**src/rtl/cell_mem_arbiter.sv**
```systemverilog
`default_nettype none
// +--------------------------------------------------------------------------+
// | Module      : cell_mem_arbiter                                           |
// | Description : Owns the single-port 1-bit cell-state RAM and shares it    |
// |               between VGA scan-out (absolute priority while visible),    |
// |               the life-update engine and the manual-setting UI (the two  |
// |               latter served round-robin).                                |
// | Optional    : CELL_TOGGLE_EN - UI toggle requests run as a locked        |
// |               read-modify-write (ARB -> RMW_RD -> RMW_WR).               |
// | Ports       : clk, rst_n (async, active-low)                             |
// |               vga_active/vga_addr -> vga_live                            |
// |               eng_req/we/addr/wdata -> eng_gnt, eng_rdata, eng_rvalid    |
// |               ui_req/toggle/addr/wdata -> ui_gnt, ui_done                |
// |               mem_en/we/addr/wdata -> RAM, mem_rdata <- RAM (1-cycle)    |
// | Read timing : data issued in cycle N leaves the RAM in N+1 and is        |
// |               captured into vga_live / eng_rdata, visible in N+2.        |
// | Revision    : 1.0 - initial release                                      |
// +--------------------------------------------------------------------------+
module cell_mem_arbiter #(
  parameter int ADDR_W    = 12,
  parameter int P_PARAM_N = 64
) (
  input  logic              clk,
  input  logic              rst_n,
  input  logic              vga_active,
  input  logic [ADDR_W-1:0] vga_addr,
  output logic              vga_live,
  input  logic              eng_req,
  input  logic              eng_we,
  input  logic [ADDR_W-1:0] eng_addr,
  input  logic              eng_wdata,
  output logic              eng_gnt,
  output logic              eng_rdata,
  output logic              eng_rvalid,
  input  logic              ui_req,
  input  logic              ui_toggle,
  input  logic [ADDR_W-1:0] ui_addr,
  input  logic              ui_wdata,
  output logic              ui_gnt,
  output logic              ui_done,
  output logic              mem_en,
  output logic              mem_we,
  output logic [ADDR_W-1:0] mem_addr,
  output logic              mem_wdata,
  input  logic              mem_rdata
);

  // Row length is documentation only; no address arithmetic happens here.
  localparam int c_unused_row_cells = P_PARAM_N;

  localparam logic [1:0] c_st_arb   = 2'd0;
  localparam logic [1:0] c_tag_none = 2'd0;
  localparam logic [1:0] c_tag_vga  = 2'd1;
  localparam logic [1:0] c_tag_eng  = 2'd2;
  localparam logic       c_ptr_eng  = 1'b0;
  localparam logic       c_ptr_ui   = 1'b1;

`ifdef CELL_TOGGLE_EN
  localparam logic [1:0] c_st_rmw_rd = 2'd1;
  localparam logic [1:0] c_st_rmw_wr = 2'd2;
  localparam logic [1:0] c_tag_rmw   = 2'd3;

  logic [ADDR_W-1:0] r_rmw_addr;
  logic              r_rmw_data;
`else
  // Toggle requests degrade to plain writes when the RMW path is absent.
  logic w_unused_toggle;
  assign w_unused_toggle = ui_toggle;
`endif

  logic [1:0] r_state;
  logic [1:0] w_state_nxt;
  logic [1:0] r_tag;
  logic [1:0] w_tag_nxt;
  logic       r_ptr;
  logic       w_ptr_nxt;
  logic       w_ui_done_nxt;
  logic       w_pick_eng;
  logic       w_pick_ui;

  // Round-robin pick between engine and UI; only meaningful in ARB without VGA.
  assign w_pick_eng = eng_req && (!ui_req || (r_ptr == c_ptr_eng));
  assign w_pick_ui  = ui_req && !w_pick_eng;

  // State register
  always_ff @(posedge clk or negedge rst_n) begin
    if (!rst_n) r_state <= c_st_arb;
    else        r_state <= w_state_nxt;
  end

  // Next-state logic
  always_comb begin
    w_state_nxt = c_st_arb;
`ifdef CELL_TOGGLE_EN
    case (r_state)
      c_st_arb:    w_state_nxt = (ui_gnt && ui_toggle) ? c_st_rmw_rd : c_st_arb;
      c_st_rmw_rd: w_state_nxt = c_st_rmw_wr;
      // The write waits out any VGA cycle; the port stays locked to the UI.
      c_st_rmw_wr: w_state_nxt = vga_active ? c_st_rmw_wr : c_st_arb;
      default:     w_state_nxt = c_st_arb;
    endcase
`endif
  end

  // Output logic: grants and RAM strobes, all forced low while in reset
  always_comb begin
    eng_gnt       = 1'b0;
    ui_gnt        = 1'b0;
    mem_en        = 1'b0;
    mem_we        = 1'b0;
    mem_addr      = '0;
    mem_wdata     = 1'b0;
    w_tag_nxt     = c_tag_none;
    w_ptr_nxt     = r_ptr;
    w_ui_done_nxt = 1'b0;
    if (rst_n) begin
      if (vga_active) begin
        // VGA pre-empts everything; a waiting requester simply keeps waiting.
        mem_en    = 1'b1;
        mem_addr  = vga_addr;
        w_tag_nxt = c_tag_vga;
      end else begin
        case (r_state)
          c_st_arb: begin
            if (w_pick_eng) begin
              eng_gnt   = 1'b1;
              mem_en    = 1'b1;
              mem_we    = eng_we;
              mem_addr  = eng_addr;
              mem_wdata = eng_wdata;
              w_tag_nxt = eng_we ? c_tag_none : c_tag_eng;
              w_ptr_nxt = c_ptr_ui;
            end else if (w_pick_ui) begin
              ui_gnt    = 1'b1;
              mem_en    = 1'b1;
              mem_addr  = ui_addr;
              w_ptr_nxt = c_ptr_eng;
`ifdef CELL_TOGGLE_EN
              if (ui_toggle) begin
                w_tag_nxt = c_tag_rmw;
              end else begin
                mem_we        = 1'b1;
                mem_wdata     = ui_wdata;
                w_ui_done_nxt = 1'b1;
              end
`else
              mem_we        = 1'b1;
              mem_wdata     = ui_wdata;
              w_ui_done_nxt = 1'b1;
`endif
            end
          end
`ifdef CELL_TOGGLE_EN
          c_st_rmw_wr: begin
            mem_en        = 1'b1;
            mem_we        = 1'b1;
            mem_addr      = r_rmw_addr;
            mem_wdata     = ~r_rmw_data;
            w_ui_done_nxt = 1'b1;
          end
`endif
          default: ;
        endcase
      end
    end
  end

  // Pointer, read tag and read-return registers
  always_ff @(posedge clk or negedge rst_n) begin
    if (!rst_n) begin
      r_ptr      <= c_ptr_eng;
      r_tag      <= c_tag_none;
      vga_live   <= 1'b0;
      eng_rdata  <= 1'b0;
      eng_rvalid <= 1'b0;
      ui_done    <= 1'b0;
    end else begin
      r_ptr      <= w_ptr_nxt;
      r_tag      <= w_tag_nxt;
      ui_done    <= w_ui_done_nxt;
      eng_rvalid <= (r_tag == c_tag_eng);
      if (r_tag == c_tag_vga) vga_live  <= mem_rdata;
      if (r_tag == c_tag_eng) eng_rdata <= mem_rdata;
    end
  end

`ifdef CELL_TOGGLE_EN
  // The requester may move on after its grant, so keep our own copy of the
  // target address and the value read back for inversion.
  always_ff @(posedge clk or negedge rst_n) begin
    if (!rst_n) begin
      r_rmw_addr <= '0;
      r_rmw_data <= 1'b0;
    end else begin
      if (ui_gnt)               r_rmw_addr <= ui_addr;
      if (r_tag == c_tag_rmw)   r_rmw_data <= mem_rdata;
    end
  end
`endif

endmodule
`default_nettype wire

```
**config.mk**
```make
export PLATFORM = sky130hd
export DESIGN_NAME = cell_mem_arbiter
export DESIGN_NICKNAME = d
export VERILOG_FILES = /design/src/rtl/cell_mem_arbiter.sv
export SDC_FILE = /design/constraint.sdc
export NUM_CORES = 1
export LEC_CHECK = 0
export CAP_MARGIN = 20
export CORE_MARGIN = 1.5
export CORE_UTILIZATION = 23
export DETAILED_ROUTE_END_ITERATION = 10
export PLACE_DENSITY = 0.75
export SYNTH_ARGS = -nofsm -noshare
export SYNTH_HDL_FRONTEND = slang
export SYNTH_SLANG_ARGS = --single-unit
export TNS_END_PERCENT = 30
```
**constraint.sdc**
```tcl
create_clock -name clk -period 1.1 [get_ports clk]
set_input_delay 0.11 -clock clk [delete_from_list [all_inputs] [get_ports clk]]
set_output_delay 0.11 -clock clk [all_outputs]
set_load 0.05 [all_outputs]
```
==> flow_summary.yaml <==
logic_synthesis:
  synth.top_cell.area_share_pct: 31.7
  synth_area_um2: 552
  synthTopCellsByArea: "dfrtp_1 32%, a221o_1 22%, and3_1 9.1%, a21oi_4 5.9%, and3_2 5.4%"
  synthCells: 51
  yosys_warnings: 0
  synthFlopType: "dfrtp_1"
  yosys_register_bits: 7
  syn_avg_cell_area_um2: 10.8
  synth_common_cells: "12 x a221o_1, 8 x and3_1, 7 x dfrtp_1"
  synth_most_common_cell: "a221o_1"
  synthesis.nets: 97
  synth_edf_count: 0
  async_reset_ff_share_pct: 100
  ys_types: 22
  ys_seq_area_share_pct: 31.7
  yosys.area.top_type: "dfrtp_1"
floorplanning:
  row_count: 17
  core_um2: 2230
  die_area_um2: 2700
  start_util_pct: 24.7
  pin_count: 67
  die_h_um: 52.0
  die_w_um: 52.0
sta:
  setup_viol: 16
  finalHoldViolations: 0
  fin_crit_ns: 1.65
  maxSlewViolCount: 0
  tightestPinTransition_ns: 0.270
  rsz0062_at_grt: "yes"
  finClkSkew_ns: 0.000169
  fin_crit_sh_pct: 150
  fmax_ghz: 0.606
  relSlewSlack_pct: 82.0
  fin_ws_ns: -0.549
worst_setup_path:
  cp-start-kind: "register"
  crit_type: "register to output port"
  critPathCaptureType: "output port"
  worstRegToRegCells: 4
  cp_data_required_time_ns: 0.99
  critPathCapture: "mem_addr[4]"
  arrival_ns: 1.54
  r2r_start: "r_ptr"
  cp_max_fo: 6
  r2r_setup_slack_ns: 0.04
  r2r_end: "r_tag[1]"
  crit_start: "r_ptr"
finish:
  nets: 177
  antenna_cells: 0
  layout-drive-gt1-share_pct: 43.1
  instances_no_fill: 158
  area_growth_pct: 195
job:
  drv_cap: 0
clocking:
  cts_buffer_depth: 2
  root_buffer: "clkbuf_4"
  cts_tree: "yes"
  cts_sinks: 7
  clkLatencyLatePin_ns: 0.24
  htreeDepth: 1
  cts.clk_slew.worst_paths_ns: 0.05
  cts_hold_buf: 0
  cts_inserted_buffers: 3
routing:
  routed_wl_um: 2580
  detailroute.via_count: 779
  antenna_left: 0
  drt_iter0_markers: 10
  viasPerCell: 4.93
  drc: 0
  first_pass_iters: 5
  wl_per_cell_um: 16.3
grt:
  grt_max_degree: 17
  grt_pass1_vias: 760
  gr-usage-all-layers_pct: 17.8
  grt_pass1_wl_um: 3510
  antenna_found_initial: 0
  globalRouteOverflowTotal: 0
run_status:
  violations: "setup timing"
  outcome: "complete, but fails checks"
place:
  place.gp.congestion: 0.760
  dp_hpwl_um: 2110
  port-buffer-count: 65
  place_inst: 152
power_and_ir_drop:
  power_density_nw_per_um2: 894
  ir_drop_mv: 0.633
  leakage_uw: 0.000735
  p_total_uw: 1450
hold_path:
  hold_path.class: "primary input to async pin"
-- metal layers --
layer  global-route usage, %  vias to the layer above  wire [um]
li1                        -                      369          -
met1                    20.5                      375        956
met2                    33.3                       33       1490
met3                    2.87                        2        112
met4                    5.26                        0         18
met5                       0                        -          0
-- timing repair --
item / 4_1_cts / 5_1_grt
buffers inserted: 1 / 0
endpoints found under the setup margin: 18 / 17
gates cloned: 0 / 1
resized for setup: 7 / 3
hold endpoints to repair: 0 / 0
pin swaps: 3 / 4
-- cell families (layout without fill, tap and decap cells) --
kind of cell | after synthesis | after routing | synth area share [%]
AO/OA/AOI/OAI | 18 | 18 | 33.1
buffers and inverters | 5 | 84 | 7.71
flip-flops | 7 | 7 | 31.7
multiplexers | 2 | 2 | 4.08
AND/OR/NAND/NOR | 19 | 19 | 23.4
-- power by group --
group / internal (uW) / total [uW] / switching, uW / leakage [uW]
registers: 288 / 323 / 34.2 / 0.0000901
logic: 499 / 904 / 405 / 0.000630
clock network: 138 / 228 / 90.2 / 0.0000150
-- per-stage QoR --
| step | instance area (um^2) | utilization, % | hold WS, ns | setup TNS (ns) | worst slack [ns] |
|---|---|---|---|---|---|
| global route | 1630 | 72.9 | 0.0962 | -8.49 | -0.579 |
| detailed placement | 1550 | 69.2 | 0.459 | -9.99 | -0.614 |
| global placement | 1550 | 69.2 | 0.431 | -9.19 | -0.578 |
| finish | 1630 | 72.9 | 0.0859 | -7.96 | -0.549 |
| floorplan | 591 | - | -0.186 | -2.50 | -0.212 |
| CTS | 1590 | 71.2 | 0.0488 | -7.66 | -0.559 |
-- registers in the layout, indices dropped and copies added (netlist names) --
register    cells
eng_rdata       1
eng_rvalid      1
r_ptr           1
r_tag           2
ui_done         1
vga_live        1
-- critical path: stages (launching register included) --
cell	delay [ns]
dfrtp_1	0.43
inv_2	0.10
a21oi_4	0.08
clkbuf_16	0.17
a221o_2	0.35
buf_12	0.15
-- worst min path at each step --
stage                      end  depth (start not counted)      from  slack [ns]
CTS                 eng_rvalid                          2     rst_n        0.05
finish                   r_ptr                          2     rst_n        0.09
detailed placement  eng_rvalid                          1  r_tag[0]        0.46
floorplan            eng_rdata                          0     rst_n       -0.19
global placement    eng_rvalid                          1  r_tag[0]        0.43
global route        eng_rvalid                          2     rst_n         0.1
-- layout make-up --
class                           count  area [um^2]
Fill cell                         162          606
Multi-Input combinational cell     39          372
Inverter                            1         3.75
Timing Repair Buffer               79         1020
Tap cell                           28         35.0
Sequential cell                     7          175
Clock buffer                        4         26.3
-- placed cells by master, fill, tap and decap left out --
cell type | netlist | layout
nand2_1 | 1 | 1
a21o_2 | 0 | 1
dlygate4sd2_1 | 0 | 3
clkbuf_4 | 0 | 3
o31a_1 | 1 | 1
nand3b_1 | 1 | 1
and3_1 | 8 | 8
and2_1 | 1 | 1
clkdlybuf4s15_1 | 0 | 1
a221o_1 | 12 | 5
mux2_2 | 1 | 1
clkbuf_1 | 1 | 1
a221o_4 | 0 | 1
and2b_1 | 1 | 1
buf_12 | 0 | 23
clkbuf_16 | 0 | 1
mux2_1 | 1 | 1
and3_2 | 4 | 4
buf_8 | 0 | 1
dfrtp_1 | 7 | 7
buf_6 | 2 | 1
nand3b_4 | 0 | 1
a22o_4 | 0 | 1
clkdlybuf4s50_1 | 0 | 40
a221o_2 | 0 | 6
o21ai_0 | 1 | 1
buf_4 | 0 | 9
nand2b_1 | 1 | 1
nor2b_1 | 1 | 1
a21oi_4 | 2 | 2
inv_2 | 0 | 1
No activity file was read; power rests on OpenSTA's default activity.
